## config.mk

```make
export PLATFORM = sky130hd
export DESIGN_NAME = booth_mult
export DESIGN_NICKNAME = d
export VERILOG_FILES = /design/src/rtl/mips_pkg.sv /design/src/rtl/booth_step.sv /design/src/rtl/booth_mult.sv
export SDC_FILE = /design/constraint.sdc
export NUM_CORES = 1
export LEC_CHECK = 0
export ABC_CLOCK_PERIOD_IN_PS = 12500
export CAP_MARGIN = 30
export CORE_ASPECT_RATIO = 0.75
export CORE_UTILIZATION = 40
export CTS_CLUSTER_SIZE = 40
export DETAILED_ROUTE_END_ITERATION = 16
export GPL_TIMING_DRIVEN = 0
export PLACE_DENSITY = 0.67
export SLEW_MARGIN = 20
export SYNTH_ARGS = -nofsm -noshare
export SYNTH_HDL_FRONTEND = slang
export SYNTH_HIERARCHICAL = 1
export SYNTH_SLANG_ARGS = --single-unit
```

## constraint.sdc

```tcl
create_clock -name clk -period 12.5 [get_ports clk]
set_input_delay 1.875 -clock clk [delete_from_list [all_inputs] [get_ports clk]]
set_output_delay 1.875 -clock clk [all_outputs]
set_load 0.01 [all_outputs]
```

## src/rtl/mips_pkg.sv

```systemverilog
`default_nettype none
// ============================================================================
// Module      : mips_pkg
// Description : Shared word width, Booth iteration counts and FSM state type.
// Revision    : 1.0 - initial release
// ============================================================================
package mips_pkg;

    localparam int WORD_W = 32;

    localparam logic [5:0] c_ITER_32 = 6'd32;
    localparam logic [5:0] c_ITER_33 = 6'd33;

    typedef enum logic [1:0] {
        IDLE = 2'd0,
        RUN  = 2'd1,
        DONE = 2'd2
    } state_t;

endpackage
`default_nettype wire

```

## src/rtl/booth_step.sv

```systemverilog
`default_nettype none
// ============================================================================
// Module      : booth_step
// Description : One radix-2 Booth add/subtract followed by arithmetic shift.
// Revision    : 1.0 - initial release
// ============================================================================
module booth_step
    import mips_pkg::*;
#(
    parameter int ACC_W = 33,
    parameter int Q_W   = 32
) (
    input  logic [ACC_W-1:0] i_acc,
    input  logic [Q_W-1:0]   i_q,
    input  logic             i_qm1,
    input  logic [ACC_W-1:0] i_mcand,
    output logic [ACC_W-1:0] o_acc,
    output logic [Q_W-1:0]   o_q,
    output logic             o_qm1
);

    logic [ACC_W-1:0] w_sum;

    always_comb begin
        w_sum = i_acc;
        case ({i_q[0], i_qm1})
            2'b01:   w_sum = i_acc + i_mcand;
            2'b10:   w_sum = i_acc - i_mcand;
            default: w_sum = i_acc;
        endcase
    end

    // {acc,Q,Q_-1} shifted right one place with the accumulator sign kept
    assign o_acc = {w_sum[ACC_W-1], w_sum[ACC_W-1:1]};
    assign o_q   = {w_sum[0], i_q[Q_W-1:1]};
    assign o_qm1 = i_q[0];

endmodule
`default_nettype wire

```

## src/rtl/booth_mult.sv

```systemverilog
`default_nettype none
// ============================================================================
// Module      : booth_mult
// Description : Iterative radix-2 Booth multiplier, 32x32 -> 64 bits.
//               Define BOOTH_MULT_MULTU_EN to add the MultU unsigned mode.
// Revision    : 1.0 - initial release
// ============================================================================
module booth_mult
    import mips_pkg::*;
#(
    parameter int WIDTH = WORD_W
) (
    input  logic             clk,
    input  logic             Reset,
    input  logic [WIDTH-1:0] A,
    input  logic [WIDTH-1:0] B,
`ifdef BOOTH_MULT_MULTU_EN
    input  logic             MultU,
`endif
    input  logic             MultIn,
    output logic             MultStop,
    output logic             MultBusy,
    output logic [WIDTH-1:0] resultHigh,
    output logic [WIDTH-1:0] resultLow
);

`ifdef BOOTH_MULT_MULTU_EN
    localparam int         OP_W   = WIDTH + 1;
    localparam logic [5:0] c_ITER = c_ITER_33;
`else
    localparam int         OP_W   = WIDTH;
    localparam logic [5:0] c_ITER = c_ITER_32;
`endif
    localparam int ACC_W = OP_W + 1;

    state_t             r_state;
    state_t             w_next_state;
    logic [5:0]         r_cnt;
    logic [ACC_W-1:0]   r_acc;
    logic [ACC_W-1:0]   r_mcand;
    logic [OP_W-1:0]    r_q;
    logic               r_qm1;
    logic [WIDTH-1:0]   r_hi;
    logic [WIDTH-1:0]   r_lo;

    logic [OP_W-1:0]    w_a_ext;
    logic [OP_W-1:0]    w_b_ext;
    logic [ACC_W-1:0]   w_acc_next;
    logic [OP_W-1:0]    w_q_next;
    logic               w_qm1_next;
    logic [2*WIDTH-1:0] w_prod;

`ifdef BOOTH_MULT_MULTU_EN
    assign w_a_ext = {A[WIDTH-1] & ~MultU, A};
    assign w_b_ext = {B[WIDTH-1] & ~MultU, B};
`else
    assign w_a_ext = A;
    assign w_b_ext = B;
`endif

    // Low 64 bits of {accumulator, Q} once all iterations have shifted in
    assign w_prod = {r_acc[2*WIDTH-OP_W-1:0], r_q};

    booth_step #(
        .ACC_W (ACC_W),
        .Q_W   (OP_W)
    ) u_step (
        .i_acc   (r_acc),
        .i_q     (r_q),
        .i_qm1   (r_qm1),
        .i_mcand (r_mcand),
        .o_acc   (w_acc_next),
        .o_q     (w_q_next),
        .o_qm1   (w_qm1_next)
    );

    always_ff @(posedge clk or negedge Reset) begin
        if (!Reset) r_state <= IDLE;
        else        r_state <= w_next_state;
    end

    always_comb begin
        w_next_state = r_state;
        case (r_state)
            IDLE:    if (MultIn) w_next_state = RUN;
            RUN:     if (r_cnt == 6'd0) w_next_state = DONE;
            DONE:    w_next_state = IDLE;
            default: w_next_state = IDLE;
        endcase
    end

    always_ff @(posedge clk or negedge Reset) begin
        if (!Reset) begin
            r_cnt   <= 6'd0;
            r_acc   <= '0;
            r_mcand <= '0;
            r_q     <= '0;
            r_qm1   <= 1'b0;
            r_hi    <= '0;
            r_lo    <= '0;
        end else begin
            case (r_state)
                IDLE: begin
                    if (MultIn) begin
                        r_mcand <= {w_a_ext[OP_W-1], w_a_ext};
                        r_acc   <= '0;
                        r_q     <= w_b_ext;
                        r_qm1   <= 1'b0;
                        r_cnt   <= c_ITER;
                    end
                end
                RUN: begin
                    if (r_cnt != 6'd0) begin
                        r_acc <= w_acc_next;
                        r_q   <= w_q_next;
                        r_qm1 <= w_qm1_next;
                        r_cnt <= r_cnt - 6'd1;
                    end else begin
                        r_hi <= w_prod[2*WIDTH-1:WIDTH];
                        r_lo <= w_prod[WIDTH-1:0];
                    end
                end
                default: ;
            endcase
        end
    end

    assign MultStop   = (r_state == DONE);
    assign MultBusy   = (r_state != IDLE);
    assign resultHigh = r_hi;
    assign resultLow  = r_lo;

endmodule
`default_nettype wire

```

# [Word-level counts from Yosys, hierarchy flattened]
# Cells that the tools add are included.
[word_totals] reg_bits=170 in_bits=67 output_inout_bits=66 wordCells=44
[op_classes] add_sub_neg=3 eq_ne=7 muxes=16 bitwise=1 reduce_logical=9
[ops] cell="33-bit one-hot mux with 2 select lines" count=2
[ops] cell="33-bit two-way mux" count=2
[ops] cell="32-bit two-way mux" count=2
[ops] cell="32-bit one-hot mux with 2 select lines" count=1
[ops] cell="33-bit adder" count=1
[ops] cell="33-bit subtractor" count=1
[ops] cell="6-bit two-way mux" count=2
[ops] cell="6-bit one-hot mux with 2 select lines" count=1
[ops] cell="6-bit logical NOT" count=1
[ops] cell="2-bit inequality test, second input constant" count=3
[ops] cell="2-bit AND reduction" count=3
[ops] cell="6-bit nonzero test" count=1
[ops] cell="6-bit by 1-bit subtractor with 6-bit output, second input constant" count=1
[ops] cell="2-bit by 1-bit == test with 1-bit output, second input constant" count=2
[ops] cell="2-bit == test, second input constant" count=2
[ops] cell="2-bit two-way mux" count=2
[ops] cell="2-bit one-hot mux with 2 select lines" count=1
[ops] cell="2-bit nonzero test" count=2
[ops] cell="3-bit AND reduction" count=1
[ops] cell="2-bit logical NOT" count=1
[ops] cell="1-bit two-way mux" count=2
[ops] cell="1-bit one-hot mux with 2 select lines" count=1
[ops] cell="1-bit NOT" count=1

# [Depth between registers and ports, before layout]
[logic_depth] depth_word=4 mapped_depth=20 depth_no_buf=18

# [Modules after synthesis]
# Netlist, hierarchy kept.
[by_module_without_submodules] mod="booth_mult" instances=1 cells_per_inst=609 area_each_um2=7174.4 seq_area_each_um2=4254.1
[by_module_without_submodules] mod="booth_step" instances=1 cells_per_inst=503 area_each_um2=3184.3 seq_area_each_um2=0.0

# [Worst setup path after synthesis]
# Ideal clock, no wire load.
[synth_timing] path_kind="reg-to-reg" from="register r_mcand[13]" to="register r_acc[30]" setup_time_ns=0.131 arrival_ns=3.985 t_required_ns=12.369 setup_slack_ns=8.384 path_stages_with_launch=15 path_buffers=1 period_less_slack_ns=4.116 path_cell_list="dfrtp_1 > or4_4 > or4_4 > o31ai_1 > xor2_1 > ha_1 > clkbuf_1 > a21o_1 > a21o_1 > a211oi_1 > o31ai_1 > or4b_1 > o211a_1 > nand2_1 > o211ai_1"
[synth_between] elab_chain_len=4 elab_cells_between_ends=5 classes_between="add/sub: 2; mux: 3"
[synth_rtl] element="from (decl)" line="booth_mult.sv:40" source="logic [ACC_W-1:0] r_mcand;"
[synth_rtl] element="from (signal assigned)" line="booth_mult.sv:105" source="r_mcand <= {w_a_ext[OP_W-1], w_a_ext};"
[synth_rtl] element="33-bit subtractor / 33-bit adder (equally long branches)" line="booth_step.sv:28, booth_step.sv:27"
[synth_rtl] element="33-bit one-hot mux with 2 select lines (*)" line="booth_step.sv:26" source="case ({i_q[0], i_qm1})"
[synth_rtl] element="named net w_acc_next[30]" line="booth_mult.sv:48" source="logic [ACC_W-1:0] w_acc_next;"
[synth_rtl] element="33-bit two-way mux (*)" line="booth_mult.sv:113" source="if (r_cnt != 6'd0) begin"
[synth_rtl] element="33-bit one-hot mux with 2 select lines (*)" line="booth_mult.sv:102" source="case (r_state)"
[synth_rtl] element="to (signal assigned)" line="booth_mult.sv:114" source="r_acc <= w_acc_next;"
[synth_rtl] element="to (decl)" line="booth_mult.sv:39" source="logic [ACC_W-1:0] r_acc;"
# Mark *: on every way through the listed nets, which the timed path passes. The rest lies on a longest branch. The select of a mux whose other input is x is not followed.
# A chain may end at the register's enable or synchronous reset.

# [Worst setup path in the final report]
[layout_timing] from="register r_q[0]" to="register r_acc[22]"
[layout_between] elab_chain_len=4 elab_cells_between_ends=5 classes_between="eq/ne: 2; mux: 3"
[layout_rtl] element="from (decl)" line="booth_mult.sv:41" source="logic [OP_W-1:0] r_q;"
[layout_rtl] element="from (signal assigned)" line="booth_mult.sv:107" source="r_q <= w_b_ext;"
[layout_rtl] element="from (signal assigned)" line="booth_mult.sv:115" source="r_q <= w_q_next;"
[layout_rtl] element="2-bit == test / 2-bit by 1-bit == test with 1-bit output (equally long branches)" line="booth_step.sv:26"
[layout_rtl] element="33-bit one-hot mux with 2 select lines (*)" line="booth_step.sv:26"
[layout_rtl] element="named net w_acc_next[22]" line="booth_mult.sv:48"
[layout_rtl] element="33-bit two-way mux (*)" line="booth_mult.sv:113"
[layout_rtl] element="33-bit one-hot mux with 2 select lines (*)" line="booth_mult.sv:102"
# Marked as above.

==> metrics.csv <==
stage,metric,value,unit
yosys,synthesis.area,10360,um^2
clock_network,cts_tree,done,
place,portBuffers,132,
timing,min_period,5124,ps
critical_path,cp-end-kind,flop,
timing,tightest_slew,802.2,ps
layout,fill_cells,2299,
yosys,ys_seq_area_share,41.07,%
run,maxCapViolCount,0,
min_path,hp-class,reg2reg,
layout,drive_gt1_share,16.04,%
layout,fin_nets,1369,
clock_network,ctsResizeCount,0,
critical_path,critical_path_buf_inv_count,2,
clock_network,htreeDepth,4,
clock_network,root_buffer,clkbuf_16,
critical_path,critPathSlowestCell,a2111oi_0,
yosys,netlist_instances,1112,
layout,antenna-diode-count,0,
detailed_routing,firstDrtPassIters,5,
yosys,synth-seq-cells,170,
timing,rsz0062_at_grt,false,
yosys,yosysUniqueCellTypes,70,
yosys,synth-async-reset-ratio,100.0,%
layout,final_common_cell,nand2_1,
timing,drv_slew,0,
yosys,syn_area_per_cell,9.315,um^2
critical_path,path_class,reg2reg,
place,gp_congestion,0.8883,
timing,timing.fmax,195.1,MHz
clock_network,cts_setup_buffers,0,
critical_path,path_delay_family,compound AO/OA/AOI/OAI gates,
detailed_routing,wl,27430,um
clock_network,cts_buffers,17,
critical_path,max_stage_delay,650,ps
floorplanning,rows,50,
clock_network,path_clk_slew,70,ps
timing,period_share,40.99,%
detailed_routing,num_vias,8767,
clock_network,postCtsHoldBufs,0,
place,placed_area,12160,um^2
critical_path,cp_max_fo,10,
layout,area_growth,23.18,%
timing,finalSetupTns,0,ps
grt,grt-ovfl-total,0,
timing,max_slew_margin,45.14,%
detailed_routing,final_antenna_net_count,0,
timing,hold_viol_final,0,
floorplanning,fp.coreArea,25210,um^2
outcome,status,completed,
critical_path,cp.required,12810,ps
floorplanning,io-pin-count,133,
grt,grt_max_degree,82,
floorplanning,dieArea,26550,um^2
grt,track_usage,21.29,%
timing,skew,19.26,ps
critical_path,crit_chain,ha_1 -> clkbuf_1 -> buf_1 -> nor2_1 -> xnor2_1 -> ha_1 -> nand2_1 -> a2111oi_0 -> o2111a_1 -> o21ai_0 -> a2111oi_0 -> nor3_1 -> o31ai_1 -> nand2_1 -> o311ai_0,
yosys,synth_warnings,6,
floorplanning,initial_core_util,41.09,%
clock_network,cts_max_path_buffers,2,
floorplanning,die_h,141.4,um
yosys,syn-num-nets,1216,
grt,grt_pass1_wl,44820,um
timing,setup_viol,0,
yosys,synth_edf_count,0,
floorplanning,die_w,187.8,um
layout,fin_area,12760,um^2
clock_network,clock-sinks,170,
detailed_routing,vias_per_cell,5.425,
detailed_routing,wire_per_inst,16.97,um
detailed_routing,drt_iter0_markers,652,
grt,grt_pass1_vias,8133,
place,hpwl,20920,um
clock_network,clk_latency,440,ps
critical_path,cp_data_arrival_time,5440,ps
layout,layout_common_cells,"224 x nand2_1, 170 x dfrtp_1, 131 x clkdlybuf4s50_1, 57 x mux2_2, 52 x a21oi_1",
critical_path,worst_setup_path_start_kind,flop,
detailed_routing,drc,0,
yosys,ys.flop_type,dfrtp_1,
grt,grt_antenna_before_repair,0,
==> logic make-up after synthesis <==
group	after synthesis	share of synthesized area, %
compound gates	232	16.20
fa+ha+maj	37	4.542
buf+inv	132	6.522
simple gates	409	18.37
xor+xnor	52	4.397
mux	80	8.902
flops	170	41.07
==> per-layer routing <==
layer | vias to the layer above | part of all wire, % | global-route usage, %
met1 | 4181 | 52 | 33.85
li1 | 4257 | - | -
met2 | 319 | 40 | 29.34
met5 | - | 0 | 0
met3 | 10 | 7.3 | 4.056
met4 | 0 | 0.52 | 4.407
==> worst reg2reg max path: cells and delay by family, from the launching register on <==
family          cells  cell delay (ps)
compound gates      6             2390
buf+inv             2              810
fa+ha+maj           2              700
simple gates        4              480
flops               1              470
xor+xnor            1              150
==> synth_stat cells, drive strengths merged (11+ instances only) <==
cell type	number	area, um^2
o21ai	49	245.2
nor2	47	178.9
nand4	37	231.5
mux2	67	792.0
a21oi	52	260.3
xor2	11	96.34
dfrtp	170	4254
buf	62	411.6
a21o	11	82.58
ha	36	450.4
o311ai	23	201.4
nand2	224	840.8
nor3	19	100.1
mux2i	13	130.1
nand2b	36	225.2
xnor2	41	359.1
o221a	32	360.3
clkbuf	38	143.9
inv	31	116.4
==> through the flow <==
| step | utilization (%) | hold slack, ps | setup slack [ps] | instances |
|---|---|---|---|---|
| global placement | 48.00 | 486.6 | 2486 | 1582 |
| global route | 50.61 | 523.3 | 6883 | 1616 |
| detailed placement | 48.24 | 491.7 | 7508 | 1584 |
| CTS | 50.61 | 508.9 | 7459 | 1616 |
| floorplan | - | 480.8 | 8384 | 1112 |
| finish | 50.61 | 506.9 | 7376 | 1616 |
==> final cells by class <==
type | instances | area, um^2 | area share (%)
Inverter | 32 | 120.1 | 0.9414
Sequential cell | 170 | 4254 | 33.34
Timing Repair Buffer | 134 | 1381 | 10.83
Clock inverter | 15 | 171.4 | 1.343
Tap cell | 338 | 422.9 | 3.314
Multi-Input combinational cell | 810 | 5429 | 42.55
Clock buffer | 17 | 425.4 | 3.334
Buffer | 100 | 555.5 | 4.354
==> flip-flops by register name, summed over array words and instances, names as in the netlist <==
signal	flops
r_acc	33
r_mcand	32
r_q	32
resultHigh	32
resultLow	32
r_cnt	6
r_state	2
r_qm1	1
==> final timing paths <==
path / start / endpoint / slack (ps) / cells after the start
worst min-delay path: resultHigh[30] / resultHigh[30] / 510 / 1
min in group asynchronous: Reset / r_mcand[18] / 1260 / 1
worst max-delay path: r_q[0] / r_acc[22] / 7380 / 15
max in group asynchronous: Reset / r_acc[7] / 10230 / 3
worst min register to register: resultHigh[30] / resultHigh[30] / 510 / 1
worst max register to register: r_q[0] / r_acc[22] / 7380 / 15
Power is not shown: default switching activity piles up to over one toggle a cycle in this logic, so the estimate is an artifact.
